**src/rtl/midi_pkg.sv**
```systemverilog
// Shared constants and state encoding for the MIDI voice allocator.
package midi_pkg;
   localparam logic [3:0] NOTE_ON  = 4'h9;
   localparam logic [3:0] NOTE_OFF = 4'h8;
   localparam int AGE_W = 8;
   localparam logic [AGE_W-1:0] AGE_MAX = 8'd255;
   typedef enum logic [1:0] {IDLE = 2'd0, SCAN = 2'd1, COMMIT = 2'd2} alloc_state_e;
endpackage

```
**src/rtl/midi_voice_allocator_if.sv**
```systemverilog
// Message handshake between the MIDI parser (master) and the voice allocator (slave).
interface midi_voice_allocator_if;
   logic        msg_valid;
   logic [23:0] msg_bytes;
   logic        msg_ready;
   modport master (output msg_valid, output msg_bytes, input msg_ready);
   modport slave  (input msg_valid, input msg_bytes, output msg_ready);
endinterface

```
**src/rtl/midi_voice_slot.sv**
```systemverilog
// One voice slot: gate, note, velocity and age registers with load/release/age strobes.
module midi_voice_slot
   import midi_pkg::*;
(
   input  logic             clock,
   input  logic             clr,
   input  logic             load,
   input  logic             rel,
   input  logic             age_inc,
   input  logic [6:0]       note_in,
   input  logic [6:0]       vel_in,
   output logic             gate,
   output logic [6:0]       note,
   output logic [6:0]       vel,
   output logic [AGE_W-1:0] age
);
   logic             gate_q, gate_d;
   logic [6:0]       note_q, note_d;
   logic [6:0]       vel_q, vel_d;
   logic [AGE_W-1:0] age_q, age_d;

   always_comb begin
      gate_d = gate_q;
      note_d = note_q;
      vel_d  = vel_q;
      age_d  = age_q;
      if (load) begin
         gate_d = 1'b1;
         note_d = note_in;
         vel_d  = vel_in;
         age_d  = '0;
      end else begin
         if (rel) gate_d = 1'b0;
         // Only sounding voices grow older; the count saturates.
         if (age_inc && gate_q && (age_q != AGE_MAX)) age_d = age_q + AGE_W'(1);
      end
   end

   always_ff @(posedge clock) begin
      if (clr) begin
         gate_q <= 1'b0;
         note_q <= '0;
         vel_q  <= '0;
         age_q  <= '0;
      end else begin
         gate_q <= gate_d;
         note_q <= note_d;
         vel_q  <= vel_d;
         age_q  <= age_d;
      end
   end

   assign gate = gate_q;
   assign note = note_q;
   assign vel  = vel_q;
   assign age  = age_q;
endmodule

```
**src/rtl/midi_voice_allocator.sv**
```systemverilog
// Polyphonic voice allocator: one-voice-per-cycle scan, then a single commit cycle
// that reuses a matching voice, else a free one, else steals the oldest.
module midi_voice_allocator
   import midi_pkg::*;
#(
   parameter int VOICES  = 4,
   parameter int CHANNEL = 0
) (
   input  logic                  clock,
   input  logic                  clr,
   midi_voice_allocator_if.slave msg_if,
   output logic [VOICES-1:0]     voice_gate,
   output logic [7*VOICES-1:0]   voice_note,
   output logic [7*VOICES-1:0]   voice_vel,
   output logic                  steal_pulse
);
   localparam int IDX_W = (VOICES > 1) ? $clog2(VOICES) : 1;
   localparam logic [3:0] CH = 4'(CHANNEL);
   localparam logic [IDX_W-1:0] LAST_IDX = IDX_W'(VOICES - 1);

   alloc_state_e     state_q, state_d;
   logic [IDX_W-1:0] idx_q, idx_d;
   logic             on_q, on_d;
   logic [6:0]       note_q, note_d, vel_q, vel_d;
   logic             match_found_q, match_found_d, free_found_q, free_found_d;
   logic [IDX_W-1:0] match_idx_q, match_idx_d, free_idx_q, free_idx_d, oldest_idx_q, oldest_idx_d;
   logic [AGE_W-1:0] oldest_age_q, oldest_age_d;
   logic             steal_q, steal_d;

   logic             gate_w [VOICES];
   logic [6:0]       note_w [VOICES];
   logic [6:0]       vel_w  [VOICES];
   logic [AGE_W-1:0] age_w  [VOICES];
   logic [VOICES-1:0] load_s, rel_s, inc_s;

   logic [3:0] in_status, in_chan;
   logic [6:0] in_note, in_vel;
   logic       is_on, is_off, msg_ready, commit_en, unused_bits;
   logic [IDX_W-1:0] tgt_idx;

   assign in_status   = msg_if.msg_bytes[23:20];
   assign in_chan     = msg_if.msg_bytes[19:16];
   assign in_note     = msg_if.msg_bytes[14:8];
   assign in_vel      = msg_if.msg_bytes[6:0];
   assign unused_bits = ^{msg_if.msg_bytes[15], msg_if.msg_bytes[7]};
   assign is_on  = (in_status == NOTE_ON) && (in_chan == CH) && (in_vel != 7'd0);
   assign is_off = (in_chan == CH) &&
                   ((in_status == NOTE_OFF) || ((in_status == NOTE_ON) && (in_vel == 7'd0)));

   assign msg_ready        = (state_q == IDLE) && !clr;
   assign msg_if.msg_ready = msg_ready;
   assign commit_en        = (state_q == COMMIT);
   assign tgt_idx = match_found_q ? match_idx_q : (free_found_q ? free_idx_q : oldest_idx_q);

   always_comb begin
      state_d       = state_q;
      idx_d         = idx_q;
      on_d          = on_q;
      note_d        = note_q;
      vel_d         = vel_q;
      match_found_d = match_found_q;
      match_idx_d   = match_idx_q;
      free_found_d  = free_found_q;
      free_idx_d    = free_idx_q;
      oldest_idx_d  = oldest_idx_q;
      oldest_age_d  = oldest_age_q;
      steal_d       = 1'b0;
      case (state_q)
         IDLE: begin
            // Anything that is neither Note On nor Note Off is consumed here.
            if (msg_if.msg_valid && msg_ready && (is_on || is_off)) begin
               state_d       = SCAN;
               idx_d         = '0;
               on_d          = is_on;
               note_d        = in_note;
               vel_d         = in_vel;
               match_found_d = 1'b0;
               match_idx_d   = '0;
               free_found_d  = 1'b0;
               free_idx_d    = '0;
               oldest_idx_d  = '0;
               oldest_age_d  = '0;
            end
         end
         SCAN: begin
            if (gate_w[idx_q] && (note_w[idx_q] == note_q) && !match_found_q) begin
               match_found_d = 1'b1;
               match_idx_d   = idx_q;
            end
            if (!gate_w[idx_q] && !free_found_q) begin
               free_found_d = 1'b1;
               free_idx_d   = idx_q;
            end
            // Strict compare keeps the lowest index on equal ages.
            if (age_w[idx_q] > oldest_age_q) begin
               oldest_age_d = age_w[idx_q];
               oldest_idx_d = idx_q;
            end
            idx_d = idx_q + IDX_W'(1);
            if (idx_q == LAST_IDX) state_d = COMMIT;
         end
         COMMIT: begin
            state_d = IDLE;
            steal_d = on_q && !match_found_q && !free_found_q;
         end
         default: state_d = IDLE;
      endcase
   end

   always_ff @(posedge clock) begin
      if (clr) begin
         state_q       <= IDLE;
         idx_q         <= '0;
         on_q          <= 1'b0;
         note_q        <= '0;
         vel_q         <= '0;
         match_found_q <= 1'b0;
         match_idx_q   <= '0;
         free_found_q  <= 1'b0;
         free_idx_q    <= '0;
         oldest_idx_q  <= '0;
         oldest_age_q  <= '0;
         steal_q       <= 1'b0;
      end else begin
         state_q       <= state_d;
         idx_q         <= idx_d;
         on_q          <= on_d;
         note_q        <= note_d;
         vel_q         <= vel_d;
         match_found_q <= match_found_d;
         match_idx_q   <= match_idx_d;
         free_found_q  <= free_found_d;
         free_idx_q    <= free_idx_d;
         oldest_idx_q  <= oldest_idx_d;
         oldest_age_q  <= oldest_age_d;
         steal_q       <= steal_d;
      end
   end

   for (genvar i = 0; i < VOICES; i++) begin : g_voice
      assign load_s[i] = commit_en && on_q && (tgt_idx == IDX_W'(i));
      assign rel_s[i]  = commit_en && !on_q && match_found_q && (match_idx_q == IDX_W'(i));
      assign inc_s[i]  = commit_en && on_q && (tgt_idx != IDX_W'(i));

      midi_voice_slot u_slot (
         .clock   (clock),
         .clr     (clr),
         .load    (load_s[i]),
         .rel     (rel_s[i]),
         .age_inc (inc_s[i]),
         .note_in (note_q),
         .vel_in  (vel_q),
         .gate    (gate_w[i]),
         .note    (note_w[i]),
         .vel     (vel_w[i]),
         .age     (age_w[i])
      );

      assign voice_gate[i]       = gate_w[i];
      assign voice_note[7*i +: 7] = note_w[i];
      assign voice_vel[7*i +: 7]  = vel_w[i];
   end

   assign steal_pulse = steal_q;
endmodule

```
**src/flat_wrapper.sv**
```systemverilog
// flat-port wrapper written by rule: the top's interface ports become plain ports
module midi_voice_allocator_flat import midi_pkg::*;
#(
   parameter int VOICES  = 4,
   parameter int CHANNEL = 0
)
  (clock, clr, voice_gate, voice_note, voice_vel, steal_pulse, msg_if_msg_valid, msg_if_msg_bytes, msg_if_msg_ready);
  midi_voice_allocator_if msg_if_i ();
  input  logic clock;
  input  logic clr;
  output logic [VOICES-1:0] voice_gate;
  output logic [7*VOICES-1:0] voice_note;
  output logic [7*VOICES-1:0] voice_vel;
  output logic steal_pulse;
  input wire logic [$bits(msg_if_i.msg_valid)-1:0] msg_if_msg_valid;
  input wire logic [$bits(msg_if_i.msg_bytes)-1:0] msg_if_msg_bytes;
  output wire logic [$bits(msg_if_i.msg_ready)-1:0] msg_if_msg_ready;
  assign msg_if_i.msg_valid = msg_if_msg_valid;
  assign msg_if_i.msg_bytes = msg_if_msg_bytes;
  assign msg_if_msg_ready = msg_if_i.msg_ready;
  midi_voice_allocator #(.VOICES(VOICES), .CHANNEL(CHANNEL)) u_core (.clock(clock), .clr(clr), .msg_if(msg_if_i), .voice_gate(voice_gate), .voice_note(voice_note), .voice_vel(voice_vel), .steal_pulse(steal_pulse));
endmodule
```
**config.mk**
```make
export PLATFORM = sky130hd
export DESIGN_NAME = midi_voice_allocator_flat
export DESIGN_NICKNAME = d
export VERILOG_FILES = /design/src/rtl/midi_pkg.sv /design/src/rtl/midi_voice_allocator_if.sv /design/src/rtl/midi_voice_slot.sv /design/src/rtl/midi_voice_allocator.sv /design/src/flat_wrapper.sv
export SDC_FILE = /design/constraint.sdc
export NUM_CORES = 1
export LEC_CHECK = 0
export BUFFER_PORTS_ARGS = -buffer_cell sky130_fd_sc_hd__buf_2
export CAP_MARGIN = 5
export CORE_UTILIZATION = 40
export DETAILED_ROUTE_END_ITERATION = 12
export PLACE_DENSITY = 0.71
export SETUP_SLACK_MARGIN = 0.3
export SYNTH_ARGS = -nofsm -noshare
export SYNTH_HDL_FRONTEND = slang
export SYNTH_SLANG_ARGS = --single-unit
```
**constraint.sdc**
```tcl
create_clock -name clock -period 3.4 [get_ports clock]
set_input_delay 0.68 -clock clock [delete_from_list [all_inputs] [get_ports clock]]
set_output_delay 0.68 -clock clock [all_outputs]
set_load 0.03 [all_outputs]
```
# Word-level counts from Yosys, hierarchy flattened
# Cells that the tools add are included.
dict set report totals {
  register_bits 128
  input_bits 27
  out_inout_bits 62
  word_cells 164
}
dict set report classes {
  n_bitwise 2
  addsub 5
  n_mux 38
  n_eq_ne 24
  magnitude_cmp 2
  reduce_logical 65
}
# op n
set ops {}
lappend ops {{$logic_and 1x1->1} 35}
lappend ops {{$add 8x1->8 const B} 4}
lappend ops {{$mux 8} 4}
lappend ops {{$ne 8x8->1 const B} 4}
lappend ops {{$pmux 2 s2} 5}
lappend ops {{$bmux 8 s2} 1}
lappend ops {{$mux 2} 8}
lappend ops {{$pmux 8 s2} 1}
lappend ops {{$bmux 7 s2} 1}
lappend ops {{$mux 7} 2}
lappend ops {{$mux 1} 13}
lappend ops {{$eq 2x2->1 const B} 6}
lappend ops {{$reduce_bool 2->1} 6}
lappend ops {{$ne 2x1->1 const B} 5}
lappend ops {{$reduce_or 2->1} 5}
lappend ops {{$reduce_and 3->1} 3}
lappend ops {{$eq 4x4->1 const B} 2}
lappend ops {{$gt 8x8->1} 1}
lappend ops {{$eq 7x7->1} 1}
lappend ops {{$logic_not 7->1} 1}
lappend ops {{$reduce_bool 7->1} 1}
lappend ops {{$eq 2x1->1 const B} 3}
lappend ops {{$logic_not 2->1} 3}
lappend ops {{$ne 2x2->1 const B} 3}
lappend ops {{10 further kinds} 18}

# Longest topological paths before layout
dict set report depth {
  word_depth 9
  mapped_depth 12
  ltp_nobuf 9
}

# Modules after synthesis
# From an unflattened synthesis, not the netlist that was laid out.
dict set report hier_totals {
  hier_cells 647
  area_unflattened_um2 6312.3
}
# mod n_inst seq_area_each_um2 cells_each area_each_um2
set modules_own_cells {}
lappend modules_own_cells {midi_voice_slot 4 460.4 99 983.4}
lappend modules_own_cells {midi_voice_allocator 1 720.7 251 2378.5}

# Least setup slack after synthesis
# OpenSTA, ideal clock, no wires.
dict set report synth_path {
  path_type {register to register}
  from {register u_core.idx_q[0]}
  to {register u_core.oldest_age_q[0]}
  path_buffers 3
  path_stages_with_launch 12
  t_arrival_ps 2898
  setup_time_ps 72
  required_time_ps 3328
  slack_ps 430
  synth_period_minus_slack_ps 2970
  path_cell_list {dfxtp_1 buf_2 buf_2 mux4_2 ha_1 a21o_1 a21oi_1 nor2b_1 a2111oi_0 a211o_1 buf_2 mux2i_1}
}
dict set report synth_between {
  elab_chain_len 7
  word_cells_on_any_way 9
  cone_classes {order compare (1); eq/ne (1); mux (5); bitwise (1); reduce/logical (1)}
}
# element line_no
set synth_rtl {}
lappend synth_rtl {{start: declaration} midi_voice_allocator.sv:22} ;# logic [IDX_W-1:0] idx_q, idx_d;
lappend synth_rtl {{start signal: assignment} midi_voice_allocator.sv:126} ;# idx_q <= idx_d;
lappend synth_rtl {{$not 2->3 (not written as such) (*)} {midi_voice_allocator.sv:95, midi_voice_allocator.sv:96}}
lappend synth_rtl {{$bmux 8 s2 (*)} {midi_voice_allocator.sv:95, midi_voice_allocator.sv:96}}
lappend synth_rtl {{$mux 8 (not written as such) (*) (2 in series)} {midi_voice_allocator.sv:95, midi_voice_allocator.sv:96}}
lappend synth_rtl {{$gt 8x8->1} midi_voice_allocator.sv:95} ;# if (age_w[idx_q] > oldest_age_q) begin
lappend synth_rtl {{$ne 2x1->1 (no line)} --}
lappend synth_rtl {{$reduce_and 3->1 (no line)} --}
lappend synth_rtl {{end signal: assignment} midi_voice_allocator.sv:135} ;# oldest_age_q <= oldest_age_d;
lappend synth_rtl {{end: declaration} midi_voice_allocator.sv:27} ;# logic [AGE_W-1:0] oldest_age_q, oldest_age_d;
# Every way passes the cells marked *; elsewhere a longest branch is shown, timed or not. The select of a mux whose other input is x is not followed.
# A chain may end at the register's enable or synchronous reset.

# Worst setup path in the final report
# Same ends and word-level chain as after synthesis.

==> flow_metrics.tcl <==
set metrics [dict create \
    rows 43 \
    p_switching_w 0.0007850 \
    critPathArrivalTime_ns 3.18 \
    cp-end-kind "register" \
    clk_pin_slew_ns 0.06 \
    ys_types 47 \
    drtIter0Drc 308 \
    viasPerCell 5.261 \
    setup_viol 0 \
    worst-setup-path-type "register to register" \
    grt_overflow 0 \
    io_buffers 86 \
    drv_slew 0 \
    setup_tns_ns 0 \
    clockBufferDepth 2 \
    fin_area_um2 6939 \
    synthesis.yosys.warnings 0 \
    yosysSeqAreaShare 0.4447 \
    status "complete, no violations" \
    final-seq-area_um2 2562 \
    post_drt_wl_per_cell_um 15.62 \
    holdBufCountCts 0 \
    nFillCells 1297 \
    grt_pass1_wl_um 22380 \
    utilization 0.4961 \
    synth_top_area_share 0.4447 \
    r2r-end "u_core.oldest_age_q[0]" \
    dieArea_um2 14890 \
    period_share 0.8357 \
    cts_buffers 17 \
    syn_to_final_growth_pct 20.43 \
    grt_max_degree 90 \
    drcViolationCount 0 \
    ir_worst_vdd_uv 298.6 \
    pin_count 89 \
    fin_total_pwr_w 0.003353 \
    powerDensity_nw_per_um2 483.2 \
    placed_cell_area_um2 6354 \
    hold-path-endpoint "u_core.free_idx_q[0]" \
    drive_gt1_frac 0.2120 \
    die_h_um 122.0 \
    fmax_mhz 351.9 \
    hold_depth 2 \
    place.gp.congestion 0.8314 \
    switching_share 0.2341 \
    seqPwrFrac 0.447 \
    clock-root-buffer "clkbuf_16" \
    antenna_found_initial 0 \
    p_leak_nw 2.843 \
    n_antenna_cell 0 \
    internal-power_w 0.002568 \
    core_um2 13990 \
    ys_seq_elements 128 \
    grt_pass1_vias 4268 \
    synth_largest_area_cell "dfxtp_1" \
    worstHoldStart "u_core.free_idx_q[0]" \
    p_clk_frac 0.537 \
    fp.dieW_um 122.0 \
    h-tree-depth 4 \
    hold_violations 0 \
    final_antenna_net_count 0 \
    synthTopCellsByArea "dfxtp_1 44%, nand2_1 9.6%, a21oi_1 6.0%, mux2i_1 5.2%, mux4_1 4.1%" \
    reg2reg_from "u_core.idx_q[0]" \
    fin_hold_ws_ns 0.4535 \
    cp-start-kind "register" \
    period_minus_slack_ns 2.841 \
    synth_nets 677 \
    worst_pin_slew_ns 0.7419 \
    syn_area_um2 5762 \
    synth.avg_cell_area_um2 9.045 \
    via_count 4793 \
    finClkSkew_ns 0.008550 \
    hold_path_class "register to register" \
    multi_input_area_um2 2985 \
    pwr-share-comb 0.016 \
    rsz0062_at_grt "false" \
    r2r_slack_ns 0.56 \
    worstPathMaxFanout 10 \
    cts.sinks 128 \
    grt_usage 0.1973 \
    syn-instance-count 637 \
    worstPathRequired_ns 3.74 \
    slew-limit-headroom 0.5036 \
    worstRegToRegCells 8 \
    wl_um 14230 \
    drv_cap 0 \
    hpwl_um 9477 \
    initial_utilization 0.4119 \
    dr.pass1.iters 5 \
    num-nets-final 758 \
    cts_tree "yes" \
    clk-insertion-delay-late_ns 0.42 \
]
[worst max-delay path, cell delays in order (launching register included)]
cell	delay, ns
dfxtp_1	0.47
mux4_2	0.57
ha_1	0.31
a21o_1	0.18
a21oi_1	0.14
nor2b_1	0.07
a2111oi_0	0.43
a211o_2	0.35
mux2i_1	0.23
[kinds of logic (layout without fill, tap and decap cells)]
logic type,count (synthesis),count (layout),share of synthesized area
simple gates,273,273,0.2161
flops,128,128,0.4447
compound gates,97,97,0.1029
buf+inv,47,141,0.03735
mux,46,46,0.1205
xor+xnor,33,33,0.05016
fa+ha+maj,13,13,0.02823
[power groups by stage]
stage                     registers, W  logic (W)  clock network [W]
final                          0.00150  0.0000534            0.00180
after CTS                      0.00150  0.0000533            0.00182
after global routing           0.00150  0.0000580            0.00189
after global placement         0.00153  0.0000537                  0
after detailed placement       0.00153  0.0000533                  0
after floorplan                0.00153  0.0000291                  0
[cell usage in the layout (no fill, tap or decap), drive strengths merged, types with 5 or more instances in the layout]
master / n
a21oi: 72
and3: 9
buf: 100
clkbuf: 18
dfxtp: 128
ha: 13
inv: 17
mux2i: 30
mux4: 16
nand2: 150
nand2b: 7
nand3: 12
nand3b: 5
nand4: 19
nor2: 50
nor3: 5
o21ai: 11
xnor2: 10
xor2: 23
[cell type report]
class                   count  share of cell area
inverters                   9            0.004868
well taps                 180             0.03246
clock inverters            14             0.02092
clock buffers              18             0.06329
repair buffers            100             0.07898
flip-flops and latches    128              0.3693
multi-input cells         462              0.4302
[what timing repair did]
action                                  in CTS  in global routing
endpoints found under the setup margin       0                 10
gates resized for setup                      0                  1
hold endpoints to repair                     0                  0
setup buffers                                0                  0
[metrics by stage]
step | cells | setup WS, ns
CTS | 911 | 0.3705
global route | 911 | 0.4037
finish | 911 | 0.5586
detailed placement | 879 | 0.4349
global placement | 879 | 0.5296
floorplan | 637 | 0.4301
[flip-flops by register name, summed over array words and instances, names as in the netlist, 2 cells and up]
name	cells
u_core.state_q	2
u_core.g_voice.u_slot.vel	28
u_core.note_q	7
u_core.oldest_idx_q	2
u_core.g_voice.u_slot.gate	4
u_core.g_voice.u_slot.age	32
u_core.vel_q	7
u_core.match_idx_q	2
u_core.idx_q	2
u_core.oldest_age_q	8
u_core.g_voice.u_slot.note	28
u_core.free_idx_q	2
[per-layer routing]
metal,share of wire,GRT usage,vias to the layer above
met3,0.057,0.04822,19
li1,-,-,2356
met4,0.013,0.06250,0
met5,0,0,-
met2,0.46,0.3058,154
met1,0.47,0.2687,2264
[synth_stat cells, drive strengths merged]
library cell / n
inv: 9
nor2: 50
nand2b: 7
buf: 18
o31a: 1
nand4: 19
and3: 9
and3b: 1
nand2: 150
a31oi: 1
a21o: 1
ha: 13
a21oi: 72
mux4: 16
a2111oi: 1
xor2: 23
o31ai: 1
o21a: 3
nor3: 5
nand3: 12
or4: 1
nor4bb: 1
or3: 3
dfxtp: 128
and2: 3
a221oi: 1
mux2i: 30
o41ai: 1
nor2b: 3
o21ai: 11
xnor2: 10
nor4b: 2
a211o: 1
nor4: 2
clkbuf: 20
o211ai: 3
nand3b: 5
[how the worst max path moves through the flow]
stage | startpoint | end | slack, ns | cells after the start
6_report | u_core.idx_q[0] | u_core.oldest_age_q[0] | 0.56 | 8
5_1_grt | u_core.idx_q[0] | u_core.oldest_age_q[0] | 0.40 | 8
4_1_cts | u_core.idx_q[0] | u_core.oldest_age_q[0] | 0.37 | 8
3_5_place_dp | u_core.idx_q[0] | u_core.oldest_age_q[6] | 0.43 | 8
3_3_place_gp | u_core.idx_q[0] | u_core.oldest_age_q[0] | 0.53 | 8
2_1_floorplan | u_core.idx_q[0] | u_core.oldest_age_q[0] | 0.43 | 11
Power figures use the tool's default switching activity.
